--- src/rtl/lpc_host.sv ---
// lpc_host: LPC host bus engine. Issues single-byte I/O or TPM-locality read or
// write cycles, drives LFRAME#/LAD and decodes the peripheral's SYNC response.
// LAD is split into lad_o/lad_oe_o/lad_i; the integrating top level owns the tristate.
//
// Ports:
//   clk_i, nrst_i          LPC clock, asynchronous active-low reset
//   req_i, wr_i, tpm_i     request strobe and cycle kind, captured in IDLE
//   addr_i, data_i         cycle address and write data, captured in IDLE
//   busy_o, done_o, err_o  status; done_o is a one-cycle pulse, err_o valid with it
//   data_o                 read data, valid with done_o and held until the next accept
//   lframe_o, lad_o,
//   lad_oe_o, lad_i        LPC bus pins
//
// Parameter SYNC_TIMEOUT: SYNC cycles allowed before timeout (1..255).
// Macro LPC_HOST_ABORT_EN: when defined, a timeout issues an LFRAME# abort
// sequence before completing; otherwise the timeout completes directly.
module lpc_host #(
   parameter int unsigned SYNC_TIMEOUT = 32
) (
   input  logic        clk_i,
   input  logic        nrst_i,
   input  logic        req_i,
   input  logic        wr_i,
   input  logic        tpm_i,
   input  logic [15:0] addr_i,
   input  logic [7:0]  data_i,
   output logic        busy_o,
   output logic        done_o,
   output logic        err_o,
   output logic [7:0]  data_o,
   output logic        lframe_o,
   output logic [3:0]  lad_o,
   output logic        lad_oe_o,
   input  logic [3:0]  lad_i
);

   localparam int unsigned CNT_W = 8;
   localparam logic [CNT_W-1:0] SYNC_LAST = CNT_W'(SYNC_TIMEOUT - 1);

   typedef enum logic [3:0] {
      ST_IDLE,
      ST_START,
      ST_CYCTYPE,
      ST_ADDR,
      ST_WDATA,
      ST_TAR_H,
      ST_SYNC,
      ST_RDATA,
      ST_TAR_P,
      ST_DONE
`ifdef LPC_HOST_ABORT_EN
      , ST_ABORT
      , ST_ABORT_END
`endif
   } state_e;

   state_e           state_q, state_d;
   logic [1:0]       idx_q, idx_d;
   logic [CNT_W-1:0] sync_cnt_q, sync_cnt_d;
   logic             wr_q, wr_d;
   logic             tpm_q, tpm_d;
   logic [15:0]      addr_q, addr_d;
   logic [7:0]       wdata_q, wdata_d;
   logic [7:0]       data_q, data_d;
   logic             err_q, err_d;
   logic             busy_q, busy_d;
   logic             done_q, done_d;
   logic             lframe_q, lframe_d;
   logic [3:0]       lad_q, lad_d;
   logic             lad_oe_q, lad_oe_d;

   // State and registered bus/status outputs.
   always_ff @(posedge clk_i or negedge nrst_i) begin
      if (!nrst_i) begin
         state_q    <= ST_IDLE;
         idx_q      <= 2'd0;
         sync_cnt_q <= '0;
         wr_q       <= 1'b0;
         tpm_q      <= 1'b0;
         addr_q     <= 16'h0000;
         wdata_q    <= 8'h00;
         data_q     <= 8'h00;
         err_q      <= 1'b0;
         busy_q     <= 1'b0;
         done_q     <= 1'b0;
         lframe_q   <= 1'b1;
         lad_q      <= 4'hF;
         lad_oe_q   <= 1'b0;
      end else begin
         state_q    <= state_d;
         idx_q      <= idx_d;
         sync_cnt_q <= sync_cnt_d;
         wr_q       <= wr_d;
         tpm_q      <= tpm_d;
         addr_q     <= addr_d;
         wdata_q    <= wdata_d;
         data_q     <= data_d;
         err_q      <= err_d;
         busy_q     <= busy_d;
         done_q     <= done_d;
         lframe_q   <= lframe_d;
         lad_q      <= lad_d;
         lad_oe_q   <= lad_oe_d;
      end
   end

   // Next-state logic, then output decode from the next state so the pins
   // line up with the state they belong to.
   always_comb begin
      state_d    = state_q;
      idx_d      = idx_q;
      sync_cnt_d = sync_cnt_q;
      wr_d       = wr_q;
      tpm_d      = tpm_q;
      addr_d     = addr_q;
      wdata_d    = wdata_q;
      data_d     = data_q;
      err_d      = err_q;
      busy_d     = 1'b0;
      done_d     = 1'b0;
      lframe_d   = 1'b1;
      lad_d      = 4'hF;
      lad_oe_d   = 1'b0;

      unique case (state_q)
         ST_IDLE: begin
            if (req_i) begin
               state_d = ST_START;
               idx_d   = 2'd0;
               wr_d    = wr_i;
               tpm_d   = tpm_i;
               addr_d  = addr_i;
               wdata_d = data_i;
               err_d   = 1'b0;
            end
         end
         ST_START: state_d = ST_CYCTYPE;
         ST_CYCTYPE: begin
            state_d = ST_ADDR;
            idx_d   = 2'd0;
         end
         ST_ADDR: begin
            if (idx_q == 2'd3) begin
               idx_d   = 2'd0;
               state_d = wr_q ? ST_WDATA : ST_TAR_H;
            end else begin
               idx_d = idx_q + 2'd1;
            end
         end
         ST_WDATA: begin
            if (idx_q == 2'd1) begin
               idx_d   = 2'd0;
               state_d = ST_TAR_H;
            end else begin
               idx_d = idx_q + 2'd1;
            end
         end
         ST_TAR_H: begin
            if (idx_q == 2'd1) begin
               idx_d      = 2'd0;
               sync_cnt_d = '0;
               state_d    = ST_SYNC;
            end else begin
               idx_d = idx_q + 2'd1;
            end
         end
         ST_SYNC: begin
            sync_cnt_d = sync_cnt_q + CNT_W'(1);
            idx_d      = 2'd0;
            case (lad_i)
               4'b0000: state_d = wr_q ? ST_TAR_P : ST_RDATA;
               4'b0101, 4'b0110: begin
                  // Ready on the last allowed cycle still wins over timeout.
                  if (sync_cnt_q == SYNC_LAST) begin
                     err_d = 1'b1;
`ifdef LPC_HOST_ABORT_EN
                     state_d = ST_ABORT;
`else
                     state_d = ST_DONE;
`endif
                  end
               end
               default: begin
                  err_d   = 1'b1;
                  state_d = ST_TAR_P;
               end
            endcase
         end
         ST_RDATA: begin
            if (idx_q == 2'd0) begin
               data_d[3:0] = lad_i;
               idx_d       = 2'd1;
            end else begin
               data_d[7:4] = lad_i;
               idx_d       = 2'd0;
               state_d     = ST_TAR_P;
            end
         end
         ST_TAR_P: begin
            if (idx_q == 2'd1) begin
               idx_d   = 2'd0;
               state_d = ST_DONE;
            end else begin
               idx_d = idx_q + 2'd1;
            end
         end
`ifdef LPC_HOST_ABORT_EN
         ST_ABORT: begin
            if (idx_q == 2'd3) begin
               idx_d   = 2'd0;
               state_d = ST_ABORT_END;
            end else begin
               idx_d = idx_q + 2'd1;
            end
         end
         ST_ABORT_END: state_d = ST_DONE;
`endif
         ST_DONE: state_d = ST_IDLE;
         default: state_d = ST_IDLE;
      endcase

      busy_d = (state_d != ST_IDLE) && (state_d != ST_DONE);
      done_d = (state_d == ST_DONE);

      case (state_d)
         ST_START: begin
            lframe_d = 1'b0;
            lad_oe_d = 1'b1;
            lad_d    = tpm_d ? 4'b0101 : 4'b0000;
         end
         ST_CYCTYPE: begin
            lad_oe_d = 1'b1;
            lad_d    = {2'b00, wr_q, 1'b0};
         end
         ST_ADDR: begin
            lad_oe_d = 1'b1;
            case (idx_d)
               2'd0:    lad_d = addr_q[15:12];
               2'd1:    lad_d = addr_q[11:8];
               2'd2:    lad_d = addr_q[7:4];
               default: lad_d = addr_q[3:0];
            endcase
         end
         ST_WDATA: begin
            lad_oe_d = 1'b1;
            lad_d    = (idx_d == 2'd0) ? wdata_q[3:0] : wdata_q[7:4];
         end
         // Drive 1111 for one cycle before releasing LAD to the peripheral.
         ST_TAR_H: lad_oe_d = (idx_d == 2'd0);
`ifdef LPC_HOST_ABORT_EN
         ST_ABORT: begin
            lframe_d = 1'b0;
            lad_oe_d = 1'b1;
         end
         ST_ABORT_END: lad_oe_d = 1'b1;
`endif
         default: ;
      endcase
   end

   assign busy_o   = busy_q;
   assign done_o   = done_q;
   assign err_o    = err_q;
   assign data_o   = data_q;
   assign lframe_o = lframe_q;
   assign lad_o    = lad_q;
   assign lad_oe_o = lad_oe_q;

endmodule

--- config.mk ---
export PLATFORM = sky130hd
export DESIGN_NAME = lpc_host
export DESIGN_NICKNAME = d
export VERILOG_FILES = /design/src/rtl/lpc_host.sv
export SDC_FILE = /design/constraint.sdc
export NUM_CORES = 1
export LEC_CHECK = 0
export ABC_AREA = 1
export BUFFER_PORTS_ARGS = -buffer_cell sky130_fd_sc_hd__buf_2
export CAP_MARGIN = 30
export CORE_MARGIN = 5
export CORE_UTILIZATION = 56
export CTS_BUF_LIST = sky130_fd_sc_hd__clkbuf_16
export CTS_CLUSTER_DIAMETER = 40
export DETAILED_ROUTE_END_ITERATION = 10
export PLACE_DENSITY = 0.91
export SETUP_SLACK_MARGIN = 0.02
export SLEW_MARGIN = 30
export SYNTH_ARGS = -nofsm -noshare
export SYNTH_HDL_FRONTEND = slang
export SYNTH_SLANG_ARGS = --single-unit
--- constraint.sdc ---
create_clock -name clk_i -period 1.95 [get_ports clk_i]
set_input_delay 0 -clock clk_i [delete_from_list [all_inputs] [get_ports clk_i]]
set_output_delay 0 -clock clk_i [all_outputs]
set_load 0.02 [all_outputs]
* Word level (Yosys, flattened, before mapping)
Index checks and enable logic that the tools add are counted.
** Cells by class
- Divide/modulo/power cells :: 0
- Multiplexer cells :: 30
- Reduce and logical (&&, ||, !) cells :: 17
- Eq/ne operators :: 26
- Add/sub/neg operators :: 2
- Multipliers :: 0
- Shifts and indexed selects :: 0
- Bitwise gates (word level) :: 1
- Magnitude comparators :: 0
** Operator list (number)
- $mux W4 :: 9
- $pmux W4 S9 :: 1
- $eq A4 B3 Y1 const B :: 8
- $eq A4 B2 Y1 const B :: 4
- $pmux W4 S4 :: 1
- $pmux W8 S2 :: 1
- $pmux W4 S3 :: 1
- $pmux W2 S5 :: 1
- $add A8 B1 Y8 const B :: 1
- $eq A4 B1 Y1 const B :: 2
- $eq A4 B4 Y1 const B :: 2
- $eq A8 B5 Y1 const B :: 1
- $logic_not A4 Y1 :: 2
- $mux W8 :: 1
- $pmux W4 S2 :: 1
- $reduce_and A2 Y1 :: 4
- $mux W1 :: 7
- $mux W2 :: 3
- $ne A2 B2 Y1 const B :: 3
- $pmux W1 S2 :: 3
- $eq A2 B1 Y1 const B :: 2
- $eq A2 B2 Y1 const B :: 2
- $logic_not A2 Y1 :: 2
- $ne A4 B4 Y1 const B :: 1
- 11 further kinds :: 13
** Storage, ports and cells
- Output and inout bits :: 17
- Memory bits (writable) :: 0
- Memories kept :: 0
- Input port bits :: 33
- Logic and storage cells :: 91
- Latch bits :: 0
- Register bits :: 57
- Bits in read-only memories :: 0

* Logic depth before layout (Yosys ltp)
Gate-level depths: netlist of the first run.
- Depth after elaboration :: 7
- Gate-level depth with buffers :: 14
- Depth with buffers taken out :: 14

* Worst setup path after synthesis of the first run
OpenSTA, ideal clock, no wires.
- Kind :: reg2reg
- Start :: register idx_q[0]
- End :: register lad_q[0] (netlist: lad_o[0])
- Setup slack :: 0.296 ns
- Cell stages (with the launch flop) :: 12
- Clock period less this slack :: 1.654 ns
- Path buffers :: 1
- Data required time :: 1.865 ns
- Arrival :: 1.569 ns
- Library setup time :: 0.085 ns
- Cell sequence :: dfrtp_1 > inv_1 > ha_1 > nand2_2 > buf_6 > nand2_2 > inv_2 > nand2_4 > a21oi_4 > nand3_4 > a21oi_2 > nand3_1
** Between the ends
- Cells in the longest elaborated chain, start to end :: 6
- Elaborated cells on any way between the ends :: 25
- Those cells by class :: 1 x add/sub; 8 x eq/ne; 14 x mux; 2 x reduce/logical
** RTL lines
- start: declaration :: line 58 : logic [1:0] idx_q, idx_d;
- start signal: assignment :: line 91 : idx_q <= idx_d;
- $add A2 B1 Y2, or another cell as far along
- $mux W2, or another cell as far along :: line 151, 159, 200
- $pmux W2 S5 :: line 125 : unique case (state_q)
- $eq A2 B2 Y1, or another cell as far along :: line 237 : case (idx_d)
- $pmux W4 S3 or $mux W4 (tied branches) :: line 237, 246
- $pmux W4 S4 * :: line 225 : case (state_d)
- named net lad_d[0] :: line 69 : logic [3:0] lad_q, lad_d;
- end signal: assignment :: line 102 : lad_q <= lad_d;
- end: declaration :: line 69
Mark *: on every way through the listed nets, which the timed path passes. The rest lies on a longest branch.
A chain may end at the register's enable or synchronous reset.

* Worst setup path in the final report of the first run
- Start :: register idx_q[0]
- End :: register lad_q[3] (netlist: lad_o[3])
** Between the ends
- Elaborated cells on any way between the ends :: 25
- Those cells by class :: 1 x add/sub; 8 x eq/ne; 14 x mux; 2 x reduce/logical
** RTL lines
- $eq A2 B1 Y1, or another cell as far along :: line 151, 159, 200
- $mux W4, on equally long branches
- $pmux W4 S9 * :: line 125
- named net state_d[0] :: line 57 : state_e state_q, state_d;
- $eq A4 B3 Y1, or another cell as far along :: line 225
- $pmux W4 S4 * :: line 225
- named net lad_d[3] :: line 69
Marked as above.

==> summary.txt, run 1 <==
Critical path
  • Critical path data arrival time: 2.03 ns
  • Critical path cell sequence: inv_1 -> ha_2 -> inv_1 -> nor3_1 -> nor2_1 -> nand3_1 -> a21oi_4 -> inv_2 -> nand2_2 -> nor2_4 -> nand2_1 -> nand3_1
  • CP max-delay cell: dfrtp_2
  • Start point of the critical path: idx_q[0]
  • R2R cell count: 12
  • Type of origin of the critical path: flop
  • Worst Path Max Fanout: 5
  • Worst r2r src: idx_q[0]
  • CP Capture Type: flop
  • CP required: 2.18 ns
  • Critical Path Max Stage Delay: 0.45 ns
  • Critical path type: flop to flop
  • Worst R2R Setup Slack: 0.15 ns
  • R2r endpoint: lad_o[3]

Floorplan
  • FP Rows: 26
  • Placeable Area: 0.005107 mm2
  • Initial Utilization: 57.37%
  • I/O pins: 50
  • Die Width: 82.34 um
  • Die area: 0.006779 mm2
  • Chip height: 82.34 um

Layout
  • Final Cell Area: 0.003746 mm2
  • Most frequent cells in the layout: 133 x nand2_1, 49 x buf_2, 48 x dfrtp_1
  • Non-Filler Instances: 522
  • ANT cells: 0
  • Ratio of cells with drive above 1 in the final layout: 27.21%
  • Nets: 489
  • # fillers: 382
  • Commonest non-fill, non-tap cell in the layout: nand2_1
  • Synth-to-Final Area Change: 27.84%

CTS
  • H-tree depth: 2
  • Clock sinks: 56
  • CTS root buf: clkbuf_16
  • Worst-path clk slew: 0.07 ns
  • Insertion delay to the later sink of the worst-skew pair: 0.29 ns
  • CTS tree: yes
  • Max Buffers Root-to-Sink: 2
  • CTS Buf Count: 5

Global routing
  • Initial antenna violation count: 0
  • GR Overflow Total: 0
  • Vias in the first global route: 2826
  • First-pass GRT wire length: 12290 um
  • Largest net degree at the start of global routing: 22
  • Global router's overall resource usage: 23.99%

STA
  • Final setup violation count: 0
  • Fin Clk Skew: 0.003011 ns
  • Hold Fails Final Rpt: 0
  • Period minus WS final: 1.796 ns
  • Rel. slew slack: 69.93%
  • Final setup TNS: 0 ns
  • Final cycle utilization of the critical path: 92.12%
  • Worst slew pin tran: 0.4511 ns
  • Unrepaired setup endpoints after global routing: yes
  • Highest Clock Rate: 0.5567 GHz
  • Max-slew violations: 0

Synth
  • Net count after synthesis: 401
  • Yosys top cell area share: 43.55%
  • Area leader, netlist: dfrtp_1
  • Synth warn: 0
  • Sequential area share after synthesis: 48.04%
  • Syn avg cell area: 8.072 um2
  • Synthesized instance count: 363
  • Synthesized area: 0.002930 mm2
  • Cell variety after synth: 33
  • Synth area leaders: dfrtp_1 44%, nand2_1 17%, nand3_1 5.0%, dfstp_2 4.5%, inv_1 3.2%
  • Synthesized flop and latch total: 56

Routing
  • Pre-Repair DR Iteration Count: 4
  • Detailed-route via count: 2734
  • WL/cell: 14.02 um
  • Antenna viol nets, final: 0
  • Final WL: 7319 um
  • DRC Markers: 0
  • Post-DR vias/cell: 5.238
  • Iteration-0 DRC Markers: 182

Power
  • Final Power: 5.906 mW
  • P_leak: 1.938 nW
  • P_int: 3.230 mW
  • Clock Power Share: 14.6%
  • Worst IR Drop VDD: 0.7490 mV
  • Combinational fraction of design power: 51.0%
  • Share of total power in sequential cells: 34.4%
  • Sw frac: 45.32%
  • Pwr dens: 1577 mW/mm2
  • Switch Pwr: 2.677 mW

Place
  • PortBufs: 49
  • HPWL reported at the end of detailed placement: 4999 um
  • Area after DPL: 0.003263 mm2
  • Placed Instances: 481
  • Gpl congestion: 0.8974

Worst hold path
  • Worst hold endpoint: data_o[6]
  • Hold depth: 3
  • Hold crit path type: primary input to flop
  • Min-delay src: lad_i[2]

Run status
  • Status: finished clean

Flow run
  • Max Cap Violations: 0
-- flip-flops by register name (all words and copies together), names as in the netlist --
register and cells:
addr_q 16, busy_o 1, data_o 8, done_o 1, err_o 1, idx_q 2, lad_o 4, lad_oe_o 1
lframe_o 1, state_q 4, sync_cnt_q 8, wdata_q 8, wr_q 1
-- synthesized netlist by cell type, drive strengths merged --
cell / instances
nand2: 152
dfrtp: 51
nand3: 35
inv: 34
nor2: 26
o21ai: 21
a21oi: 7
clkbuf: 5
dfstp: 5
ha: 5
nand4: 5
buf: 3
nor3: 3
nor4: 2
o22ai: 2
a32o: 1
clkinv: 1
mux2i: 1
nand3b: 1
o311ai: 1
o32ai: 1
o41ai: 1
-- power by group through the flow --
| stage | Clock [mW] | Sequential (mW) | Combinational, mW |
|---|---|---|---|
| after floorplan | 0 | 2.16 | 2.01 |
| after global placement | 0 | 2.01 | 2.68 |
| after detailed placement | 0 | 2.04 | 2.79 |
| after CTS | 0.878 | 2.03 | 2.90 |
| after global routing | 0.924 | 2.09 | 3.36 |
| final | 0.864 | 2.03 | 3.01 |
-- stage by stage --
| step | hold slack [ns] | utilization (%) | setup WS (ns) |
|---|---|---|---|
| 6_report | 0.02450 | 73.35 | 0.1537 |
| 5_1_grt | 0.03520 | 73.35 | -0.02567 |
| 4_1_cts | 0.01713 | 71.88 | 0.06484 |
| 3_5_place_dp | -0.03438 | 63.89 | 0.01120 |
| 3_3_place_gp | -0.04429 | 63.89 | 0.08055 |
| 2_1_floorplan | -0.2956 | - | 0.2955 |
-- worst max path at each step --
stage,endpoint,slack [ns]
finish,lad_o[3],0.15
global route,lad_o[1],-0.03
CTS,lad_o[3],0.06
detailed placement,lad_o[0],0.01
global placement,lad_o[2],0.08
floorplan,lad_o[0],0.30
-- worst max-delay path, delay by kind of cell, from the launching register on --
family | cells | cell delay [ns]
buf+inv | 3 | 0.29
simple gates | 7 | 0.71
flops | 1 | 0.45
fa+ha+maj | 1 | 0.22
compound gates | 1 | 0.07
-- cells by family (layout without fill, tap and decap cells) --
family	Yosys count	count (layout)	share of synthesized area (%)
and+or+nand+nor	224	225	35.87
buffers and inverters	43	131	6.276
AOI/OAI and AO/OA	34	34	7.344
muxes	1	1	0.3416
DFF	56	56	48.04
adders and majority gates	5	5	2.135
-- layer usage --
layer  track usage [%]  up-vias  routed length (um)
li1                  -     1341                   -
met1             25.88     1298                2789
met2             45.19       79                3992
met3             4.664       16                 356
met4             9.967        0                 180
met5                 0        -                   0
-- timing repair --
item,CTS,global route
endpoints found under the hold margin,38,0
cloned,1,0
gates resized for setup,1,11
hold buffers,26,0
setup endpoints to repair,4,6
setup buffers,0,6
pin swaps,1,4
-- layout make-up --
class / count / area [um2] / share of cell area (%)
Clock buffer: 5 / 125.1 / 3.340
Clock inverter: 3 / 15.01 / 0.4008
Inverter: 35 / 131.4 / 3.507
Multi-Input combinational cell: 265 / 1373 / 36.64
Sequential cell: 56 / 1411 / 37.68
Tap cell: 70 / 87.58 / 2.338
Timing Repair Buffer: 88 / 603.1 / 16.10
Power figures use the tool's default switching activity.
==> run 2: changes to the inputs <==
--- a/config.mk
+++ b/config.mk
@@ -7,13 +7,13 @@
 export LEC_CHECK = 0
 export ABC_AREA = 1
 export BUFFER_PORTS_ARGS = -buffer_cell sky130_fd_sc_hd__buf_2
-export CAP_MARGIN = 30
+export CAP_MARGIN = 10
 export CORE_MARGIN = 5
-export CORE_UTILIZATION = 56
+export CORE_UTILIZATION = 50
 export CTS_BUF_LIST = sky130_fd_sc_hd__clkbuf_16
 export CTS_CLUSTER_DIAMETER = 40
 export DETAILED_ROUTE_END_ITERATION = 10
-export PLACE_DENSITY = 0.91
+export PLACE_DENSITY = 0.86
 export SETUP_SLACK_MARGIN = 0.02
 export SLEW_MARGIN = 30
 export SYNTH_ARGS = -nofsm -noshare
==> constraint.sdc (replaced) <==
create_clock -name clk_i -period 1.55 [get_ports clk_i]
set_input_delay 0 -clock clk_i [delete_from_list [all_inputs] [get_ports clk_i]]
set_output_delay 0 -clock clk_i [all_outputs]
set_load 0.02 [all_outputs]
==> run 2 against run 1 <==
  * The flow now finishes with violations (setup timing)
  * Sequential share of layout area is 4.6 points lower
  * First-iteration DRC count is 19% lower
  * Die area is 11% higher
  * Hold slack worse by 0.011 ns
  * Critical endpoint is now lad_o[2]
==> summary.txt, run 2 (synthesis results as in run 1) <==
Worst hold path
  • Hold crit path type: primary input to flop

Layout
  • Biggest register: addr_q
  • Non-Filler Instances: 564 (+8.0%)
  • Area occupied by multi-input gates: 0.001514 mm2 (+10%)
  • Synth-to-Final Area Change: 45.69%
  • Commonest non-fill, non-tap cell in the layout: nand2_1
  • Storage cell area: 0.001414 mm2 (+0.18%)
  • Max FFs per register: 16 (unchanged)
  • Core Util, Final: 76.13% (+2.8 points)
  • Most frequent cells in the layout: 126 x nand2_1, 49 x buf_2, 46 x dfrtp_1
  • Ratio of cells with drive above 1 in the final layout: 40.65% (+13 points)
  • ANT cells: 0 (unchanged)
  • Nets: 529 (+8.2%)
  • # fillers: 365 (-4.5%)
  • Final Cell Area: 0.004269 mm2 (+14%)

Global routing
  • GR Util met2: 44.58% (-0.62 points)
  • GR Overflow Total: 0 (unchanged)
  • Most Crowded Layer GR: met2
  • Vias in the first global route: 3139 (+11%)
  • Largest net degree at the start of global routing: 57 (+160%)
  • Grt met1 use: 26.20% (+0.32 points)
  • Grt met3 use: 3.612% (-1.1 points)
  • First-pass GRT wire length: 13980 um (+14%)
  • Initial antenna violation count: 0 (unchanged)
  • Global router's overall resource usage: 23.62% (-0.38 points)

Place
  • Area after DPL: 0.003571 mm2 (+9.4%)
  • HPWL reported at the end of detailed placement: 5257 um (+5.2%)
  • PortBufs: 49 (unchanged)
  • Gpl congestion: 0.8416 (-6.2%)
  • Placed Instances: 516 (+7.3%)

Critical path
  • CP delay by family, top: simple AND/OR/NAND/NOR gates
  • CP max-delay cell: dfrtp_1
  • Buf/Inv on CP: 0 (-3)
  • Critical path cell sequence: ha_2 -> nand2_2 -> nor2_4 -> nand2_4 -> nand3_2 -> nand2_2 -> nand2_2 -> nand2_4 -> nor2_2 -> nand2_4 -> a21oi_4 -> nand3_1
  • Critical Path Max Stage Delay: 0.37 ns (-0.08 ns)
  • Critical path type: flop to flop
  • CP Capture Type: flop
  • CP required: 1.77 ns (-0.41 ns)
  • Type of origin of the critical path: flop
  • Critical path data arrival time: 2.01 ns (-0.02 ns)
  • Worst Path Max Fanout: 5 (unchanged)

STA
  • Worst slew pin tran: 0.3821 ns (-0.06903 ns)
  • Final setup TNS: -1.715 ns (-1.715 ns)
  • Highest Clock Rate: 0.5577 GHz (+0.18%)
  • Fin Clk Skew: 0.005023 ns (+0.002012 ns)
  • Final Worst Setup Slack: -0.2431 ns (-0.3968 ns)
  • Rel. slew slack: 74.29% (+4.4 points)
  • Final setup violation count: 11 (+11)
  • Final cycle utilization of the critical path: 115.7% (+24 points)
  • Hold Fails Final Rpt: 0 (unchanged)
  • Max-slew violations: 0 (unchanged)
  • Period minus WS final: 1.793 ns (-0.003175 ns)
  • Unrepaired setup endpoints after global routing: yes

Floorplan
  • Placeable Area: 0.005608 mm2 (+9.8%)
  • Initial Utilization: 52.25% (-5.1 points)
  • I/O pins: 50 (unchanged)
  • FP Rows: 27 (+3.8%)
  • Chip height: 86.56 um (+5.1%)
  • Die area: 0.007492 mm2 (+11%)
  • Die Width: 86.56 um (+5.1%)

Flow run
  • Max Cap Violations: 0 (unchanged)

CTS
  • Insertion delay to the later sink of the worst-skew pair: 0.30 ns (about the same)
  • H-tree depth: 2 (unchanged)
  • Clock sinks: 56 (unchanged)
  • CTS Buf Count: 5 (unchanged)
  • CTS root buf: clkbuf_16
  • CTS tree: yes
  • Max Buffers Root-to-Sink: 2 (unchanged)
  • Worst-path clk slew: 0.07 ns (about the same)

Power
  • Final Power: 8.643 mW (+46%)
  • Worst IR Drop VDD: 1.224 mV (+63%)
  • Pwr dens: 2025 mW/mm2 (+28%)
  • P_leak: 2.164 nW (+12%)

Run status
  • Status: finished, violations left
  • Violated checks: setup timing

Routing
  • WL/cell: 15.95 um (+14%)
  • Post-DR vias/cell: 5.323 (+1.6%)
  • Final WL: 8997 um (+23%)
  • Pre-Repair DR Iteration Count: 4 (unchanged)
  • DRC Markers: 0 (unchanged)
  • Detailed-route via count: 3002 (+9.8%)
  • Antenna viol nets, final: 0 (unchanged)
  • Iteration-0 DRC Markers: 147 (-19%)
## run 2: tightest hold or removal path: cells and delay by family
family | cells | cell delay, ns
buffers and inverters | 2 | 0.18
AOI/OAI and AO/OA | 1 | 0.08
## run 2: stage by stage
stage,setup slack (ns),hold WS [ns]
after floorplan,-0.04443,-0.2956
after global placement,-0.1774,0.01743
after detailed placement,-0.2449,0.02432
after CTS,-0.2314,0.01249
after global routing,-0.4143,0.04482
final,-0.2431,0.01357
## run 2: routing by layer
| layer | vias to the layer above | part of all wire, % |
|---|---|---|
| met5 | - | 0 |
| met4 | 0 | 3.0 |
| met2 | 107 | 56 |
| met1 | 1449 | 37 |
| li1 | 1413 | - |
| met3 | 33 | 4.8 |
## run 2: final cells by class
class	instances	area share, %
clock buffer	5	2.931
timing repair buffer	129	22.74
multi-input combinational	264	35.46
inverter	35	3.224
sequential	56	33.12
clock inverter	3	0.4103
tap	72	2.110
## run 2: worst paths after layout
| kind | start | end | slack [ns] | depth (start not counted) |
|---|---|---|---|---|
| setup / recovery | sync_cnt_q[1] | lad_o[2] | -0.24 | 12 |
| hold / removal | lad_i[0] | data_o[0] | 0.01 | 3 |
| setup reg to reg | sync_cnt_q[1] | lad_o[2] | -0.24 | 12 |
| hold reg to reg | data_o[0] | data_o[0] | 0.48 | 2 |
| max in group asynchronous | nrst_i | lad_o[2] | 1.01 | 3 |
| min in group asynchronous | nrst_i | addr_q[5] | 0.23 | 3 |
## run 2: report_power, final
group | internal (mW) | switching (mW) | leakage (nW)
Clock | 0.599 | 0.550 | 0.0716
Sequential | 2.15 | 0.419 | 0.678
Combinational | 2.05 | 2.87 | 1.41
Total | 4.80 | 3.84 | 2.16
## run 2: what timing repair did
action,4_1_cts,5_1_grt
endpoints found under the hold margin,81,0
gates resized for setup,20,32
buffers inserted,8,7
pin swaps,16,12
hold buffers,26,0
endpoints found under the setup margin,39,43
